[src/rtl/fp_input_conditioner.sv]
// rtl/fp_input_conditioner.sv - synchronize, debounce and edge/auto-repeat conditioning of board switches and buttons
module fp_input_conditioner #(
  parameter int                  SW_WIDTH        = 13,
  parameter int                  NUM_BTN         = 5,
  parameter int                  DEBOUNCE_CYCLES = 1000000,
  parameter int                  REPEAT_DELAY    = 50000000,
  parameter int                  REPEAT_PERIOD   = 10000000,
  parameter logic [NUM_BTN-1:0]  REPEAT_MASK     = 5'b00110
) (
  input  logic                clock,
  input  logic                resetN,
  input  logic [SW_WIDTH-1:0] sw_raw,
  input  logic [NUM_BTN-1:0]  btn_raw,
  output logic [SW_WIDTH-1:0] sw_level,
  output logic                sw_changed,
  output logic [NUM_BTN-1:0]  btn_level,
  output logic [NUM_BTN-1:0]  btn_press,
  output logic [NUM_BTN-1:0]  btn_release
);

  localparam int N    = SW_WIDTH + NUM_BTN;
  localparam int CW   = $clog2(DEBOUNCE_CYCLES + 1);
  localparam int RMAX = (REPEAT_DELAY > REPEAT_PERIOD) ? REPEAT_DELAY : REPEAT_PERIOD;
  localparam int TW   = $clog2(RMAX + 1);

  localparam logic [CW-1:0] DB_LAST  = CW'(DEBOUNCE_CYCLES - 1);
  localparam logic [TW-1:0] T_DELAY  = TW'(REPEAT_DELAY - 1);
  localparam logic [TW-1:0] T_PERIOD = TW'(REPEAT_PERIOD - 1);

  typedef enum logic [1:0] {IDLE, HOLD, REPEAT} state_t;

  logic [N-1:0]  raw;
  logic [N-1:0]  sync1;
  logic [N-1:0]  s;
  logic [N-1:0]  stable;
  logic [N-1:0]  upd;
  logic [CW-1:0] cnt [N];

  logic [NUM_BTN-1:0] btn_rise;
  logic [NUM_BTN-1:0] btn_fall;
  state_t             state [NUM_BTN];
  logic [TW-1:0]      timer [NUM_BTN];

  assign raw = {btn_raw, sw_raw};

  always_ff @(posedge clock or negedge resetN) begin
    if (!resetN) begin
      sync1 <= '0;
      s     <= '0;
    end else begin
      sync1 <= raw;
      s     <= sync1;
    end
  end

  // upd marks the cycle in which a stable bit takes its new value
  always_comb begin
    upd = '0;
    for (int i = 0; i < N; i++) begin
      upd[i] = (s[i] != stable[i]) && (cnt[i] == DB_LAST);
    end
  end

  always_ff @(posedge clock or negedge resetN) begin
    if (!resetN) begin
      stable <= '0;
      for (int i = 0; i < N; i++) begin
        cnt[i] <= '0;
      end
    end else begin
      for (int i = 0; i < N; i++) begin
        if (s[i] == stable[i]) begin
          cnt[i] <= '0;
        end else if (cnt[i] == DB_LAST) begin
          stable[i] <= s[i];
          cnt[i]    <= '0;
        end else begin
          cnt[i] <= cnt[i] + 1'b1;
        end
      end
    end
  end

  assign sw_level  = stable[SW_WIDTH-1:0];
  assign btn_level = stable[N-1:SW_WIDTH];

  always_ff @(posedge clock or negedge resetN) begin
    if (!resetN) begin
      sw_changed <= 1'b0;
    end else begin
      sw_changed <= |upd[SW_WIDTH-1:0];
    end
  end

  assign btn_rise = upd[N-1:SW_WIDTH] & s[N-1:SW_WIDTH];
  assign btn_fall = upd[N-1:SW_WIDTH] & ~s[N-1:SW_WIDTH];

  // Press/release are registered alongside the stable update so they line up with btn_level
  always_ff @(posedge clock or negedge resetN) begin
    if (!resetN) begin
      btn_press   <= '0;
      btn_release <= '0;
      for (int b = 0; b < NUM_BTN; b++) begin
        state[b] <= IDLE;
        timer[b] <= '0;
      end
    end else begin
      for (int b = 0; b < NUM_BTN; b++) begin
        btn_press[b]   <= 1'b0;
        btn_release[b] <= 1'b0;
        if (btn_fall[b]) begin
          btn_release[b] <= 1'b1;
          timer[b]       <= '0;
          state[b]       <= IDLE;
        end else begin
          case (state[b])
            IDLE: begin
              if (btn_rise[b]) begin
                btn_press[b] <= 1'b1;
                state[b]     <= HOLD;
                timer[b]     <= REPEAT_MASK[b] ? T_DELAY : '0;
              end
            end
            HOLD, REPEAT: begin
              if (REPEAT_MASK[b]) begin
                if (timer[b] == '0) begin
                  btn_press[b] <= 1'b1;
                  timer[b]     <= T_PERIOD;
                  state[b]     <= REPEAT;
                end else begin
                  timer[b] <= timer[b] - 1'b1;
                end
              end
            end
            default: begin
              state[b] <= IDLE;
              timer[b] <= '0;
            end
          endcase
        end
      end
    end
  end

endmodule

[config.mk]
export PLATFORM = sky130hd
export DESIGN_NAME = fp_input_conditioner
export DESIGN_NICKNAME = d
export VERILOG_FILES = /design/src/rtl/fp_input_conditioner.sv
export SDC_FILE = /design/constraint.sdc
export NUM_CORES = 1
export LEC_CHECK = 0
export ABC_AREA = 1
export BUFFER_PORTS_ARGS = -buffer_cell sky130_fd_sc_hd__buf_2
export CORE_MARGIN = 5
export CORE_UTILIZATION = 50
export DETAILED_ROUTE_END_ITERATION = 10
export GPL_TIMING_DRIVEN = 0
export PLACE_DENSITY = 0.69
export SKIP_CTS_REPAIR_TIMING = 1
export SLEW_MARGIN = 25
export SYNTH_ARGS = -nofsm -noshare
export SYNTH_HDL_FRONTEND = slang
export SYNTH_SLANG_ARGS = --single-unit
export TNS_END_PERCENT = 20
[constraint.sdc]
create_clock -name clock -period 2 [get_ports clock]
set_input_delay 0.1 -clock clock [delete_from_list [all_inputs] [get_ports clock]]
set_output_delay 0.1 -clock clock [all_outputs]
set_load 0.03 [all_outputs]
Word level (Yosys, flattened, before mapping)
Cells that the tools add are included.
{"block": "word_totals", "reg_bits": 487, "inputBits": 20}
{"block": "classes", "mux": 83, "n_eq_ne": 74, "n_reduce_logical": 54, "add_sub_neg": 20, "bitwise_logic": 21}
{"operator": "$mux W20", "n": 36}
{"operator": "$add A20 B1 Y20 const B", "n": 18}
{"operator": "$eq A20 B20 Y1 const B", "n": 18}
{"operator": "$mux W26", "n": 6}
{"operator": "$pmux W26 S2", "n": 2}
{"operator": "$logic_not A26 Y1", "n": 2}
{"operator": "$sub A26 B1 Y26 const B", "n": 2}
{"operator": "$reduce_and A2 Y1", "n": 23}
{"operator": "$mux W2", "n": 12}
{"operator": "$ne A3 B3 Y1 const B", "n": 7}
{"operator": "$mux W1", "n": 20}
{"operator": "$pmux W2 S2", "n": 5}
{"operator": "$eq A1 B1 Y1", "n": 18}
{"operator": "$logic_and A1 B1 Y1", "n": 18}
{"operator": "$ne A1 B1 Y1", "n": 18}
{"operator": "$not A1 Y1", "n": 18}
{"operator": "$reduce_or A13 Y1", "n": 1}
{"operator": "$and A5 B5 Y5", "n": 2}
{"operator": "$eq A2 B1 Y1 const B", "n": 5}
{"operator": "$eq A2 B2 Y1 const B", "n": 5}
{"operator": "$logic_not A2 Y1", "n": 5}
{"operator": "$reduce_or A2 Y1", "n": 5}
{"operator": "$ne A2 B2 Y1 const B", "n": 3}
{"operator": "$not A5 Y5", "n": 1}
{"operator": "$pmux W1 S2", "n": 2}

Longest topological paths before layout
Gate-level depths: netlist of run 1.
{"block": "depth", "depth_word": 6, "mapped_depth": 12, "depth_no_buf": 12}

Worst setup path before layout of run 1
OpenSTA, ideal clock, no wires.
{"block": "synth_path", "path_kind": "register -> register", "startpoint": "register stable[14]", "endpoint": "register timer[85] (netlist name)", "synth_period_minus_slack_ns": 1.711, "slack_ns": 0.289, "required_time_ns": 1.875, "path_stages_with_launch": 9, "arrival_time_ns": 1.586, "path_cell_list": "dfrtp_1 or2_2 nand2_1 nand4_1 nand2_2 buf_2 nand3_1 nand2_1 nor2_1"}
{"block": "synth_via", "elab_chain_cells": 4, "elab_cells_between_ends": 6, "cone_classes": "eq/ne: 2; mux: 1; bitwise: 2; reduce/logical: 1"}
{"item": "start, declared", "line": "35", "rtl": "logic [N-1:0] stable;"}
{"item": "start signal, assigned by index", "line": "75", "rtl": "stable[i] <= s[i];"}
{"item": "$ne A1 B1 Y1 (*)", "line": "60", "rtl": "upd[i] = (s[i] != stable[i]) && (cnt[i] == DB_LAST);"}
{"item": "$logic_and A1 B1 Y1 (*)", "line": "60"}
{"item": "$and A5 B5 Y5, on equally long branches", "line": "95, 96"}
{"item": "$ne A3 B3 Y1 (no line) or $mux W26 (tied branches)"}
{"item": "end signal, assigned by index", "line": "121", "rtl": "timer[b] <= REPEAT_MASK[b] ? T_DELAY : '0;"}
{"item": "end signal, assigned by index", "line": "131", "rtl": "timer[b] <= timer[b] - 1'b1;"}
{"item": "end, declared", "line": "42", "rtl": "logic [TW-1:0] timer [NUM_BTN];"}
Mark *: on every way between the ends. The rest lies on a longest branch, timed or not.
A chain may end at the register's enable or synchronous reset.

Worst setup path after layout of run 1
{"block": "layout_path", "startpoint": "register cnt[80] (netlist name)", "endpoint": "register cnt[93] (netlist name)"}
{"block": "layout_via", "elab_chain_cells": 3, "elab_cells_between_ends": 4, "cone_classes": "add/sub: 1; eq/ne: 1; mux: 2"}
{"item": "start, declared", "line": "37", "rtl": "logic [CW-1:0] cnt [N];"}
{"item": "start signal, assigned by index", "line": "78", "rtl": "cnt[i] <= cnt[i] + 1'b1;"}
{"item": "$add A20 B1 Y20 or $eq A20 B20 Y1 (tied branches)", "line": "78, 74"}
{"item": "$mux W20 (*)", "line": "74", "rtl": "end else if (cnt[i] == DB_LAST) begin"}
{"item": "$mux W20 (*)", "line": "72", "rtl": "if (s[i] == stable[i]) begin"}
Marked as above.

==> results of run 1 <==
-- power groups by stage --
stage               Clock, mW  Combinational, mW  Sequential (mW)
CTS                      10.4              0.647             10.0
floorplan                   0              0.297             10.2
global route             10.7              0.796             10.0
finish                   10.0              0.672             10.0
global placement            0              0.592             10.2
detailed placement          0              0.644             10.2
-- cell usage in the layout (no fill, tap or decap), drive strengths merged, types with 13 or more instances in the layout --
cell type	netlist	routed
dfrtp	484	484
nor3b	16	16
nand3b	17	17
a31oi	14	14
a21oi	105	105
inv	447	447
ha	24	24
buf	11	85
o21ai	75	75
clkbuf	10	88
xor2	111	111
dlygate4sd3	0	20
nand4	111	111
nor3	129	129
nor4	13	13
nor2	657	657
xnor2	56	56
nand3	252	252
nand2	722	722
-- cell families (layout without fill, tap and decap cells) --
logic type | after synthesis | in the layout | share of synthesized area
AND/OR/NAND/NOR | 1930 | 1930 | 0.328
flip-flops | 484 | 484 | 0.479
buffers and inverters | 468 | 661 | 0.0707
AO/OA/AOI/OAI | 221 | 221 | 0.0471
XOR/XNOR | 167 | 167 | 0.0579
adder cells (fa/ha/maj) | 24 | 24 | 0.0119
multiplexers | 12 | 12 | 0.00535
-- metrics by stage --
step / total power, mW / setup slack (ns) / instances
floorplan: 10.5 / 0.289 / 3306
finish: 20.7 / 0.108 / 4171
global placement: 10.8 / -9.12 / 4026
detailed placement: 10.8 / -0.123 / 4032
global route: 21.5 / -0.0806 / 4171
CTS: 21.0 / -0.133 / 4127
-- layer usage --
| layer | routed length, um | global-route usage | share of wire |
|---|---|---|---|
| met1 | 25200 | 0.264 | 0.48 |
| met2 | 23900 | 0.300 | 0.46 |
| met3 | 2180 | 0.0274 | 0.042 |
| met4 | 1030 | 0.0478 | 0.020 |
| met5 | 0 | 0 | 0 |
-- how the worst max path moves through the flow --
stage,slack (ns),to,from
finish,0.11,cnt[93],cnt[80]
global route,-0.08,cnt[14],cnt[0]
CTS,-0.13,cnt[314],stable[2]
detailed placement,-0.12,cnt[314],stable[2]
global placement,-9.12,timer[77],resetN
floorplan,0.29,timer[85],stable[14]
-- layout make-up --
type / instances / area, um^2
plain buffers: 21 / 120
clock buffers: 74 / 1530
clock inverters: 21 / 278
fillers: 4691 / 21000
inverters: 447 / 1680
multi-input cells: 2354 / 11700
flip-flops and latches: 484 / 12100
well taps: 672 / 841
repair buffers: 98 / 796
-- registers in the layout (all words and copies together), names as in the netlist --
| name | cells |
|---|---|
| cnt | 360 |
| sync1 | 18 |
| s | 18 |
| btn_press | 5 |
| timer | 52 |
| state | 7 |
| sw_changed | 1 |
| btn_release | 5 |
| stable | 18 |
-- worst max-delay path, cell delays in order (launching register included) --
cell,delay [ns]
dfrtp_1,0.37
ha_1,0.22
nand4_1,0.24
nor2_1,0.21
nand4_1,0.26
nand2_4,0.20
inv_1,0.13
o21ai_0,0.10
nor2_1,0.05
==> run summary, run 1 <==
Worst rel slew slack -> 0.502
GPL Wtd Cong -> 0.904
Share of flip-flops with an asynchronous set or reset -> 1.00
Max Fclk -> 529 MHz
Post-synth EDFFs -> 0
Chip width -> 235 um
Sw Ratio -> 0.218
Net Count, Synth -> 3350
Layout cell share with drive strength beyond 1 -> 0.0783
Seq cells post-synth -> 484
Status -> complete, no violations
R2R Setup Slk -> 0.11 ns
Routed vias/inst -> 5.03
Grt ovf -> 0
Crit Path Class -> reg -> reg
Area after DPL -> 26500 um^2
Initial antenna violation count -> 0
Worst hold-check slack -> 0.112 ns
CTS Buf Count -> 52
Slew Viols, Final -> 0
Crit path arrival time -> 2.38 ns
VDD IR-drop max -> 668 uV
CP Capture Type -> register
CTS max path bufs -> 3
Clock power frac -> 0.484
Part of the Yosys area used for sequential elements -> 0.479
Setup violators final -> 0
Cell taking the most area after synthesis -> dfrtp_1
Commonest cells post-synth -> nand2_1, nor2_1, dfrtp_1
Period utilization -> 0.946
Dominant cell by count in the synthesized netlist -> nand2_1
Iter 0 DRT Violations -> 1449
Setup TNS -> 0 ns
Post-Syn Instances -> 3306
CTS Sinks -> 484
Avg WL per Cell -> 12.5 um
TritonRoute pass-1 iters -> 5
Final WL -> 52300 um
Post-layout nets -> 3502
Synthesized area -> 25300 um^2
# rows -> 82
Combinational power share -> 0.032
Net Sw Power -> 4.51 mW
Initial cell density of the core -> 0.505
Worst path required time -> 2.49 ns
Setup Skew -> 0.0230 ns
Least-Margin Pin Slew -> 0.745 ns
Netlist cell types -> 42
Unrepaired setup endpoints after global routing -> yes
Hold Vio Cnt, Final -> 0
Cell Pwr Density -> 713 nW/um^2
Final instance area -> 29000 um^2
Hold/Removal Path Class -> in -> async
Chip height -> 235 um
CTS tree -> yes
Ys Warns -> 0
DR vias -> 20968
Total track usage -> 0.185
Layout Utilization -> 0.580
Buffers added on ports -> 48
Most area-consuming cells after synthesis -> dfrtp_1, nand2_1, nor2_1, inv_1, nand3_1
Leak Pwr -> 13.8 nW
Largest net degree at the start of global routing -> 93
Internal power -> 16.2 mW
Worst setup SP type -> register
Fin crit period -> 1.89 ns
Area Growth Syn to Fin -> 14.9%
Post-synth top flop -> dfrtp_1
Vias in the first global route -> 19390
R2R cell count -> 8
Reg power frac -> 0.483
Core outline area -> 50100 um^2
Global-route wire length before repair -> 90100 um
Dpl hpwl -> 36500 um
H-Tree Depth -> 2
Post-route DRC -> 0
Reg-to-Reg Start -> cnt[80]
Max Cap Violations -> 0
Die area -> 55100 um^2
Reg clk slew, reported paths -> 0.06 ns
Clock root buffer -> clkbuf_16
Number of diodes -> 0
Yosys top cell area share -> 0.479
Worst skew pair latency -> 0.60 ns
DRT antenna net count -> 0
I/O Pins -> 49
Worst R2R End -> cnt[93]
Synth Area per Inst -> 7.64 um^2
Crit Path Max Fanout -> 8
No activity file was read; power rests on OpenSTA's default activity.
==> run 2, diff against run 1 <==
Settings changed: ABC_AREA 1 to 0, SETUP_SLACK_MARGIN set to 0.4, SKIP_CTS_REPAIR_TIMING 1 to unset.
==> run summary, run 2 <==
Biggest regs -> cnt (360), timer (52) (unchanged)
Layout Utilization -> 0.683 (was 0.580)
Synth Area per Inst -> 9.72 um^2 (was 7.64 um^2)
Dpl hpwl -> 30700 um (was 36500 um)
Buffers added on ports -> 48 (unchanged)
Fill cell count -> 3262 (was 4691)
Crit Path Class -> reg -> reg (unchanged)
DRT antenna net count -> 0 (unchanged)
Commonest non-fill, non-tap cell in the layout -> dfrtp_1 (was nand2_1)
Dominant cell by count in the synthesized netlist -> dfrtp_1 (was nand2_1)
CP bufs+invs -> 2 (was 1)
Grt ovf -> 0 (unchanged)
CTS max path bufs -> 3 (unchanged)
Seq cells post-synth -> 484 (unchanged)
Max Cap Violations -> 0 (unchanged)
Post-layout nets -> 2675 (was 3502)
Hold Vio Cnt, Final -> 228 (was 0)
Slowest CP cell -> or4_4 (was dfrtp_1)
CP Capture Type -> register (unchanged)
Post-route DRC -> 0 (unchanged)
Max reg flops -> 360 (unchanged)
Setup TNS -> -16.42 ns (was 0 ns)
Net Count, Synth -> 2412 (was 3350)
Hold/Removal Path Class -> in -> async (unchanged)
Crit Path Max Fanout -> 6 (was 8)
Reg area -> 12100 um^2 (about the same)
Post-synth EDFFs -> 0 (unchanged)
Post-synth top flop -> dfrtp_1 (unchanged)
DR vias -> 18234 (was 20968)
Largest net degree at the start of global routing -> 96 (was 93)
Die area -> 50400 um^2 (was 55100 um^2)
CTS Buf Count -> 52 (unchanged)
Post-Syn Instances -> 2368 (was 3306)
Crit path launch -> timer[98] (was cnt[80])
Slew Viols, Final -> 0 (unchanged)
Worst rel slew slack -> 0.577 (was 0.502)
Commonest cells post-synth -> dfrtp_1, nor2_1, xor2_1 (was nand2_1, nor2_1, dfrtp_1)
Yosys top cell area share -> 0.526 (was 0.479)
CTS Sinks -> 484 (unchanged)
H-Tree Depth -> 2 (unchanged)
Final WL -> 53600 um (was 52300 um)
Layout cell share with drive strength beyond 1 -> 0.313 (was 0.0783)
Slack of the critical path -> -0.459 ns (was 0.108 ns)
Routed vias/inst -> 5.57 (was 5.03)
Total track usage -> 0.197 (was 0.185)
Worst path required time -> 2.51 ns (was 2.49 ns)
VDD IR-drop max -> 673 uV (was 668 uV)
Final instance area -> 31100 um^2 (was 29000 um^2)
Fin crit period -> 2.46 ns (was 1.89 ns)
Cell Pwr Density -> 675 nW/um^2 (was 713 nW/um^2)
Area after DPL -> 24400 um^2 (was 26500 um^2)
GPL Wtd Cong -> 0.868 (was 0.904)
Pre-CTS setup slack -> -0.667 ns (was -0.123 ns)
CP most frequent cell -> or4_4
Least-Margin Pin Slew -> 0.634 ns (was 0.745 ns)
Worst skew pair latency -> 0.60 ns (about the same)
# rows -> 78 (was 82)
Period utilization -> 1.23 (was 0.946)
Netlist cell types -> 67 (was 42)
Part of the Yosys area used for sequential elements -> 0.526 (was 0.479)
Cell taking the most area after synthesis -> dfrtp_1 (unchanged)
Reg-to-Reg Start -> timer[98] (was cnt[80])
Overall Power -> 21.0 mW (was 20.7 mW)
Unrepaired setup endpoints after global routing -> yes (unchanged)
Global-route wire length before repair -> 85800 um (was 90100 um)
Clock root buffer -> clkbuf_16 (unchanged)
CTS tree -> yes (unchanged)
Core outline area -> 45500 um^2 (was 50100 um^2)
Ys Warns -> 0 (unchanged)
Worst hold-check slack -> -0.569 ns (was 0.112 ns)
Max Fclk -> 407 MHz (was 529 MHz)
Status -> finished with violations (was complete, no violations)
I/O Pins -> 49 (unchanged)
Slowest Stage Delay on Critical Path -> 0.52 ns (was 0.37 ns)
Worst-path cell chain -> or4_4 > or4_4 > or3_4 > buf_6 > buf_4 > nand2_4 > a21oi_2 > o22ai_1 (was ha_1 > nand4_1 > nor2_1 > nand4_1 > nand2_4 > inv_1 > o21ai_0 > nor2_1)
Largest Register -> cnt (unchanged)
Worst setup SP type -> register (unchanged)
Synthesized area -> 23000 um^2 (was 25300 um^2)
Iter 0 DRT Violations -> 1202 (was 1449)
Crit path arrival time -> 2.97 ns (was 2.38 ns)
Share of flip-flops with an asynchronous set or reset -> 1.00 (unchanged)
Most area-consuming cells after synthesis -> dfrtp_1, xor2_1, nor2_1, xnor2_1, nand3_1 (was dfrtp_1, nand2_1, nor2_1, inv_1, nand3_1)
Area Growth Syn to Fin -> 34.9% (was 14.9%)
Multi-input gate area -> 13300 um^2 (was 11700 um^2)
Layout Cells excl Fill -> 3272 (was 4171)
Top Family by Delay on Critical Path -> simple AND/OR/NAND/NOR gates (unchanged)
DP Cell Count -> 3021 (was 4032)
Chip height -> 225 um (was 235 um)
Setup Skew -> 0.0184 ns (was 0.0230 ns)
Initial cell density of the core -> 0.506 (was 0.505)
Avg WL per Cell -> 16.4 um (was 12.5 um)
Setup violators final -> 78 (was 0)
Reg clk slew, reported paths -> 0.06 ns (about the same)
Leak Pwr -> 13.3 nW (was 13.8 nW)
Number of diodes -> 0 (unchanged)
Initial antenna violation count -> 0 (unchanged)
Chip width -> 225 um (was 235 um)
Most frequent cells in the layout -> dfrtp_1, nor2_1, xor2_1 (was nand2_1, nor2_1, dfrtp_1)
Failing checks -> negative hold slack, negative setup slack
TritonRoute pass-1 iters -> 6 (was 5)
Vias in the first global route -> 18044 (was 19390)
run 2: cell count changes after synthesis, moves of 49 or more:
cell / change
clkbuf_1: +50
a21oi_1: -49
inv_1: -381
nand2_1: -534
xor2_1: +87
and3_1: +61
nor2_1: -203
nand4_1: -52
xnor2_1: +75
nand3_1: -102
nor3_1: -61
run 2: final timing paths:
| check | end | slack [ns] | depth (start not counted) |
|---|---|---|---|
| setup / recovery | timer[83] | -0.46 | 8 |
| hold / removal | btn_release[3] | -0.57 | 1 |
| setup reg to reg | timer[83] | -0.46 | 8 |
| hold reg to reg | s[14] | 0.34 | 0 |
| max in group asynchronous | cnt[81] | 0.83 | 3 |
| min in group clock | sync1[9] | 0.14 | 2 |
run 2: routing by layer:
layer / vias to the layer above / GRT usage / part of all wire / wire (um)
met3: 135 / 0.0358 / 0.041 / 2220
met2: 390 / 0.332 / 0.51 / 27100
li1: 8666 / - / - / -
met5: - / 0 / 0 / 0
met1: 9043 / 0.265 / 0.43 / 22800
met4: 0 / 0.0556 / 0.027 / 1430
run 2: repair_timing:
item | in CTS | in global routing
hold buffers | 18 | 3
endpoints found under the hold margin | 323 | 82
gates cloned | 6 | 5
setup buffers | 92 | 32
pin swaps | 175 | 192
gates resized for setup | 472 | 425
endpoints found under the setup margin | 423 | 426
run 2: cells by family (layout without fill, tap and decap cells):
logic type,count (synthesis),after routing,share of synthesized area
compound gates,217,217,0.0590
xor+xnor,329,329,0.125
fa+ha+maj,24,24,0.0131
buf+inv,127,431,0.0209
flops,484,484,0.526
mux,14,14,0.00685
simple gates,1173,1173,0.249
run 2: layout make-up:
| type | instances | area share |
|---|---|---|
| buffer | 64 | 0.0311 |
| clock buffer | 71 | 0.0478 |
| sequential | 484 | 0.391 |
| inverter | 63 | 0.00770 |
| timing repair buffer | 209 | 0.0598 |
| multi-input combinational | 1757 | 0.429 |
| clock inverter | 24 | 0.00911 |
| tap | 600 | 0.0242 |
run 2: report_power, final:
group	switching, mW	total, mW	internal (mW)
Sequential	0.140	10.1	9.92
Combinational	0.574	1.00	0.429
Clock	3.94	9.90	5.95
